==> src/rtl/alu_defs_pkg.sv <==
// Shared ALU op codes, R-type funct codes, FSM encoding and the R-type decoder
// used by the alu_issue_wb issue/write-back stage.
package alu_defs;

  localparam logic [2:0] ALUOP_ADDU = 3'b000;
  localparam logic [2:0] ALUOP_SUBU = 3'b001;
  localparam logic [2:0] ALUOP_AND  = 3'b010;
  localparam logic [2:0] ALUOP_OR   = 3'b011;
  localparam logic [2:0] ALUOP_SRL  = 3'b100;
  localparam logic [2:0] ALUOP_SRA  = 3'b101;

  localparam logic [5:0] FUNCT_SRL  = 6'h02;
  localparam logic [5:0] FUNCT_SRA  = 6'h03;
  localparam logic [5:0] FUNCT_SRLV = 6'h06;
  localparam logic [5:0] FUNCT_SRAV = 6'h07;
  localparam logic [5:0] FUNCT_ADDU = 6'h21;
  localparam logic [5:0] FUNCT_SUBU = 6'h23;
  localparam logic [5:0] FUNCT_AND  = 6'h24;
  localparam logic [5:0] FUNCT_OR   = 6'h25;

  typedef enum logic [1:0] {
    ST_IDLE = 2'd0,
    ST_EXEC = 2'd1,
    ST_WB   = 2'd2
  } state_t;

  typedef enum logic [1:0] {
    BSEL_RT    = 2'd0,
    BSEL_SHAMT = 2'd1,
    BSEL_RS    = 2'd2,
    BSEL_ZERO  = 2'd3
  } bsel_t;

  typedef struct packed {
    logic [2:0] op;
    logic       a_rt;
    bsel_t      b_sel;
    logic       illegal;
  } ctrl_t;

  // Illegal encodings collapse to ADDU 0+0 so the ALU sees a harmless operation.
  function automatic ctrl_t decode(input logic [5:0] opcode, input logic [5:0] funct);
    ctrl_t c;
    c.op      = ALUOP_ADDU;
    c.a_rt    = 1'b0;
    c.b_sel   = BSEL_RT;
    c.illegal = 1'b0;
    case (funct)
      FUNCT_ADDU: c.op = ALUOP_ADDU;
      FUNCT_SUBU: c.op = ALUOP_SUBU;
      FUNCT_AND:  c.op = ALUOP_AND;
      FUNCT_OR:   c.op = ALUOP_OR;
      FUNCT_SRL:  begin c.op = ALUOP_SRL; c.a_rt = 1'b1; c.b_sel = BSEL_SHAMT; end
      FUNCT_SRA:  begin c.op = ALUOP_SRA; c.a_rt = 1'b1; c.b_sel = BSEL_SHAMT; end
      FUNCT_SRLV: begin c.op = ALUOP_SRL; c.a_rt = 1'b1; c.b_sel = BSEL_RS;    end
      FUNCT_SRAV: begin c.op = ALUOP_SRA; c.a_rt = 1'b1; c.b_sel = BSEL_RS;    end
      default:    c.illegal = 1'b1;
    endcase
    if (opcode != 6'd0 || c.illegal) begin
      c.op      = ALUOP_ADDU;
      c.a_rt    = 1'b0;
      c.b_sel   = BSEL_ZERO;
      c.illegal = 1'b1;
    end else begin
      c.illegal = 1'b0;
    end
    return c;
  endfunction

endpackage

==> src/rtl/grf.sv <==
// 32-entry general register file: two combinational read ports, a debug read
// port and one synchronous write port; register 0 always reads as zero.
module grf #(
  parameter int NREG = 32,
  parameter int DW   = 32
) (
  input  logic          clk,
  input  logic          reset,
  input  logic [4:0]    ra1,
  input  logic [4:0]    ra2,
  output logic [DW-1:0] rd1,
  output logic [DW-1:0] rd2,
  input  logic [4:0]    dbg_addr,
  output logic [DW-1:0] dbg_data,
  input  logic          we,
  input  logic [4:0]    wa,
  input  logic [DW-1:0] wd
);

  logic [DW-1:0] regs [NREG];

  always_ff @(posedge clk) begin
    if (reset) begin
      for (int i = 0; i < NREG; i++) begin
        regs[i] <= '0;
      end
    end else if (we && wa != 5'd0) begin
      regs[wa] <= wd;
    end
  end

  assign rd1      = (ra1 == 5'd0)      ? '0 : regs[ra1];
  assign rd2      = (ra2 == 5'd0)      ? '0 : regs[ra2];
  assign dbg_data = (dbg_addr == 5'd0) ? '0 : regs[dbg_addr];

endmodule

==> src/rtl/alu_issue_wb.sv <==
// Issue/write-back stage around an external combinational ALU: accepts one
// R-type instruction, runs it through IDLE -> EXEC -> WB and writes rd.
module alu_issue_wb
  import alu_defs::*;
#(
  parameter int NREG = 32,
  parameter int DW   = 32
) (
  input  logic          clk,
  input  logic          reset,
  input  logic          instr_valid,
  output logic          instr_ready,
  input  logic [31:0]   instr,
  output logic [DW-1:0] alu_A,
  output logic [DW-1:0] alu_B,
  output logic [2:0]    alu_op,
  input  logic [DW-1:0] alu_C,
  output logic          wb_valid,
  output logic [4:0]    wb_addr,
  output logic [DW-1:0] wb_data,
  output logic          err,
  input  logic [4:0]    dbg_addr,
  output logic [DW-1:0] dbg_data
);

  state_t        state, state_next;
  ctrl_t         ctrl;
  logic [DW-1:0] rs_val, rt_val, a_next, b_next;
  logic [4:0]    dest;
  logic          illegal;
  logic          accept;
  logic          gpr_we;

  assign instr_ready = (state == ST_IDLE);
  assign accept      = instr_valid && instr_ready;
  assign ctrl        = decode(instr[31:26], instr[5:0]);
  assign gpr_we      = (state == ST_WB) && wb_valid;

  grf #(.NREG(NREG), .DW(DW)) u_grf (
    .clk      (clk),
    .reset    (reset),
    .ra1      (instr[25:21]),
    .ra2      (instr[20:16]),
    .rd1      (rs_val),
    .rd2      (rt_val),
    .dbg_addr (dbg_addr),
    .dbg_data (dbg_data),
    .we       (gpr_we),
    .wa       (wb_addr),
    .wd       (wb_data)
  );

  always_comb begin
    a_next = ctrl.illegal ? '0 : (ctrl.a_rt ? rt_val : rs_val);
    b_next = '0;
    case (ctrl.b_sel)
      BSEL_RT:    b_next = rt_val;
      BSEL_SHAMT: b_next = {{(DW-5){1'b0}}, instr[10:6]};
      BSEL_RS:    b_next = {{(DW-5){1'b0}}, rs_val[4:0]};
      default:    b_next = '0;
    endcase
  end

  always_comb begin
    state_next = state;
    case (state)
      ST_IDLE: state_next = accept ? ST_EXEC : ST_IDLE;
      ST_EXEC: state_next = ST_WB;
      ST_WB:   state_next = ST_IDLE;
      default: state_next = ST_IDLE;
    endcase
  end

  always_ff @(posedge clk) begin
    if (reset) begin
      state <= ST_IDLE;
    end else begin
      state <= state_next;
    end
  end

  // wb_valid/err are set at the edge ending EXEC so they are high exactly during WB.
  always_ff @(posedge clk) begin
    if (reset) begin
      alu_A    <= '0;
      alu_B    <= '0;
      alu_op   <= ALUOP_ADDU;
      dest     <= 5'd0;
      illegal  <= 1'b0;
      wb_data  <= '0;
      wb_addr  <= 5'd0;
      wb_valid <= 1'b0;
      err      <= 1'b0;
    end else begin
      wb_valid <= 1'b0;
      err      <= 1'b0;
      if (accept) begin
        alu_A   <= a_next;
        alu_B   <= b_next;
        alu_op  <= ctrl.op;
        dest    <= instr[15:11];
        illegal <= ctrl.illegal;
      end
      if (state == ST_EXEC) begin
        wb_data  <= alu_C;
        wb_addr  <= dest;
        wb_valid <= !illegal;
        err      <= illegal;
      end
    end
  end

endmodule

==> config.mk <==
export PLATFORM = sky130hd
export DESIGN_NAME = alu_issue_wb
export DESIGN_NICKNAME = d
export VERILOG_FILES = /design/src/rtl/alu_defs_pkg.sv /design/src/rtl/grf.sv /design/src/rtl/alu_issue_wb.sv
export SDC_FILE = /design/constraint.sdc
export NUM_CORES = 2
export LEC_CHECK = 0
export BUFFER_PORTS_ARGS = -buffer_cell sky130_fd_sc_hd__buf_2
export CAP_MARGIN = 20
export CORE_MARGIN = 2
export CORE_UTILIZATION = 40
export CTS_CLUSTER_SIZE = 30
export DETAILED_ROUTE_END_ITERATION = 16
export HOLD_SLACK_MARGIN = 0.03
export PLACE_DENSITY = 0.67
export SLEW_MARGIN = 20
export SYNTH_ARGS = -nofsm -noshare
export SYNTH_HDL_FRONTEND = slang
export SYNTH_HIERARCHICAL = 1
export SYNTH_SLANG_ARGS = --single-unit
==> constraint.sdc <==
create_clock -name clk -period 6.1 [get_ports clk]
set_input_delay 0.915 -clock clk [delete_from_list [all_inputs] [get_ports clk]]
set_output_delay 0.915 -clock clk [all_outputs]
set_load 0.01 [all_outputs]
After elaboration in Yosys (flattened, before gate mapping). Memories as Yosys holds them, arrays and structs flattened. Cells that the tools add are included.

Output and inout port bits: 139. Word-level logic and storage cells: 64. Memories kept: 1. Register bits after elaboration: 114. RAM bits: 1024.

Memory list: u_grf.regs (words 32, bits a word 32, read ports 3, clocked after Yosys merged registers in 0, wr ports 32, line grf.sv:20) `logic [DW-1:0] regs [NREG];`.

Eq/ne operators: 12. Reduce and logical (&&, ||, !) cells: 19. Bitwise operators: 1. Multiplexer cells: 21.

Operators by type and width (count): $mux W32 (6); $pmux W32 S3 (1); $reduce_or A32 Y1 (1); $eq A6 B6 Y1 const B (4); $logic_not A5 Y1 (3); $pmux W3 S5 (1); $eq A6 B2 Y1 const B (2); $eq A6 B3 Y1 const B (2); $reduce_or A2 Y1 (5); $mux W1 (9); $reduce_or A8 Y1 (1); $mux W6 (1); $pmux W3 S2 (1); $reduce_bool A6 Y1 (1); $mux W5 (1); $reduce_bool A5 Y1 (1); $eq A2 B1 Y1 const B (2); $eq A2 B2 Y1 const B (2); $logic_not A2 Y1 (2); $pmux W2 S2 (1); $logic_and A1 B1 Y1 (3); $logic_not A1 Y1 (1); $logic_or A1 B1 Y1 (1); $not A1 Y1 (1).

Longest topological paths before layout.
Depth after elaboration: 8. Gate-level depth with buffers: 13. Depth with buffers taken out: 8.

Cells and area by module. Netlist, hierarchy kept.

Modules (own cells, without submodules): grf (area an instance 62645.1 µm², instances 1, seq. area each 30749.5 µm², cells an instance 4255); alu_issue_wb (area an instance 4196.5 µm², instances 1, seq. area each 2282.2 µm², cells an instance 452).

Worst setup path before layout. No wires, ideal clock.

Path kind: input port to output port. Start: input dbg_addr[2]. End: output dbg_data[10]. Stages on the path: 7. Arrival: 2578 ps. Path buffers: 3. Data required time: 5185 ps. Slack: 2607 ps. Cells stage by stage: buf_2 buf_2 clkbuf_1 mux4_2 a22o_1 a2111oi_0 nor3_1.

Word-level cells in the longest chain between the ends: 2. Elaborated cells between the ends (all ways): 3. Those cells by class: mux (1); reduce/logical (1); memory (1).

Ends and longest elaborated chain: start: declaration (line alu_issue_wb.sv:22) `input logic [4:0] dbg_addr,`; $mem_v2 Z32 W32 / $logic_not A5 Y1 (equally long branches); $mux W32 * (line grf.sv:34) `assign dbg_data = (dbg_addr == 5'd0) ? '0 : regs[dbg_addr];`; end: declaration (line alu_issue_wb.sv:23) `output logic [DW-1:0] dbg_data`.

Every way passes the cells marked *; elsewhere a longest branch is shown, timed or not.

Final worst setup path.
Start: input dbg_addr[3]. End: output dbg_data[9].

The elaborated chain is that of the path after synthesis.

==> reports/metrics.yaml <==
power_mw: 19.3
hold_buffers: 0
avgViaCountPerCell: 6.73
ys_seq_area_frac: 0.494
drv_slew: 0
ys_async_sr_fraction: 0
drt-initial-drc-count: 7417
synth_warnings: 6
clk_latency_ps: 800
worst-setup-path-type: "in2out"
io_buffers: 210
synth_area_leaders: "edfxtp_1 46%, mux4_2 22%, and2_1 9.5%"
tns_ps: 0
post_cts_buffers: 0
rows: 150
p_leak_nw: 27.0
synthCells: 4707
crit_path_max_incr_delay_ps: 940
drt-wirelength-per-cell_um: 35.4
cts_resized: 0
yosys_register_bits: 1138
worstSetupEndpointType: "output port"
fin_skew_ps: 44.7
cp_num_buf_inv: 4
overflow: 0
clkTransAtPathRegs_ps: 60
drv_cap: 0
globalplace.congestion: 0.932
grt_usage: 0.290
critical_path.slowest_cell: "a2111oi_1"
netlist_top_cells_count: "1,024 x edfxtp_1, 1,014 x and2_1, 659 x mux4_2"
cp_top_family: "buffers and inverters"
relSlewSlack: 0.157
synth.cell_area_mm2: 0.0668
drive_above_1_share: 0.297
cts_max_path_buffers: 3
design.die.area_mm2: 0.170
antenna_found_initial: 22
worstPathArrival_ps: 4690
cts_tree: "built"
route.detailed.drc: 0
peakVddDrop_v: 0.000239
min_period_ps: 5600
avgSynthCellArea_um2: 14.2
crit_required_ps: 5180
place_hpwl_um: 155000
cp-start-kind: "input port"
ant_nets: 0
grt_pass1_wl_um: 351000
chipWidth_um: 413
numCtsBuffers: 121
cp_max_fo: 16
post-route-period-util: 0.918
clock_sink_count: 1138
fin_nets: 4833
r2r_slack_ps: 2300
synth.distinct_cells: 61
tightest_slew_ps: 1260
core-area_mm2: 0.167
initial_core_util: 0.401
worstReg2RegEnd: "u_grf/regs[3][16]$_SDFFCE_PN0P_"
setup_viol: 0
timing.fmax_mhz: 179
synth.most_common_cell: "edfxtp_1"
synth_flop_cell: "edfxtp_1"
yosysTopAreaCell: "edfxtp_1"
grt_max_degree: 98
ctsRootBufferMaster: "clkbuf_16"
synth_top_area_frac: 0.460
status: "finished, final reports clean"
power.density_mw_per_mm2: 258
worst-path-stages: 8
hold_path.class: "in2reg"
grt_pass1_vias: 46000
rsz0062_at_grt: "false"
synth_edf_count: 1024
first_pass_iters: 8
reg2regPathDepth: 6
pin_count: 211
routed_wl_um: 251000
die_y_um: 413
crit_chain: "buf_2, buf_4, or3b_1, buf_4, o22ai_1, a2111oi_1, nor3_1, buf_2"
route.vias.total: 47700
min_path_cells: 3
htree_levels: 3
hold_viol: 0
hp-start: "alu_C[29]"
r2r-start: "state[1]$_SDFF_PP0_"
min_to: "wb_data[29]$_SDFFE_PP0P_"
areaGrowthSynthToFinish_pct: 11.7
worst max path at each step:
| stage | start | to | slack (ps) |
|---|---|---|---|
| finish | dbg_addr[3] | dbg_data[9] | 500 |
| global route | dbg_addr[3] | dbg_data[9] | 670 |
| CTS | dbg_addr[3] | dbg_data[9] | 760 |
| detailed placement | dbg_addr[3] | dbg_data[9] | 760 |
| global placement | dbg_addr[3] | dbg_data[9] | 540 |
| floorplan | dbg_addr[2] | dbg_data[10] | 2610 |
area by class of cell:
type | count | area, µm²
antenna | 16 | 40.0
multi-input combinational | 3076 | 31800
clock buffer | 156 | 3280
timing repair buffer | 422 | 2930
fill | 14600 | 92000
sequential | 1138 | 33000
inverter | 2 | 7.51
clock inverter | 72 | 800
tap | 2204 | 2760
tightest hold or removal path: stages:
cell     delay, ps
buf_2          100
nand2_1         40
a21oi_1         50
per-stage QoR:
stage | util | std cells | hold WS, ps | area, µm² | setup WS [ps]
2_1_floorplan | - | 4738 | 417 | 67000 | 2610
3_3_place_gp | 0.423 | 6841 | 435 | 70500 | 536
3_5_place_dp | 0.423 | 6842 | 444 | 70500 | 763
4_1_cts | 0.448 | 7070 | 307 | 74600 | 762
5_1_grt | 0.448 | 7071 | 353 | 74600 | 672
6_report | 0.448 | 7086 | 344 | 74700 | 499
metal layers:
metal | wire [µm] | global-route usage
met1 | 90100 | 0.379
met3 | 35600 | 0.0930
met4 | 13800 | 0.147
met2 | 111000 | 0.435
met5 | 103 | 0
sequential cells by signal (all words and copies together) (netlist names), 2 cells and up:
signal,count
alu_B,32
alu_op,3
dest,5
u_grf/regs,1024
wb_addr,5
state,2
wb_data,32
alu_A,32
power by group:
part,total [mW],switching (mW),internal [mW]
combinational,2.61,1.57,1.04
clock,7.68,3.30,4.38
sequential,8.99,0.244,8.74
cell families (layout without fill, tap and decap cells):
logic type,Yosys count,count (layout),share of synthesized area
flops,1138,1138,0.494
other cells,1,48,0.0000561
mux,1072,1072,0.285
xor+xnor,1,1,0.000131
compound gates,542,542,0.0580
simple gates,1429,1429,0.126
buf+inv,524,652,0.0365
placed cells by master (no fill, tap or decap), drive strengths merged, types with 80 or more instances in the layout:
cell | netlist | final
dfxtp | 114 | 114
mux4 | 659 | 659
o22ai | 93 | 93
mux2i | 345 | 345
a22o | 80 | 80
buf | 176 | 422
nand2 | 154 | 154
a22oi | 88 | 88
edfxtp | 1024 | 1024
and2 | 1014 | 1014
a21oi | 95 | 95
clkbuf | 346 | 156
No activity file was read; power rests on OpenSTA's default activity.
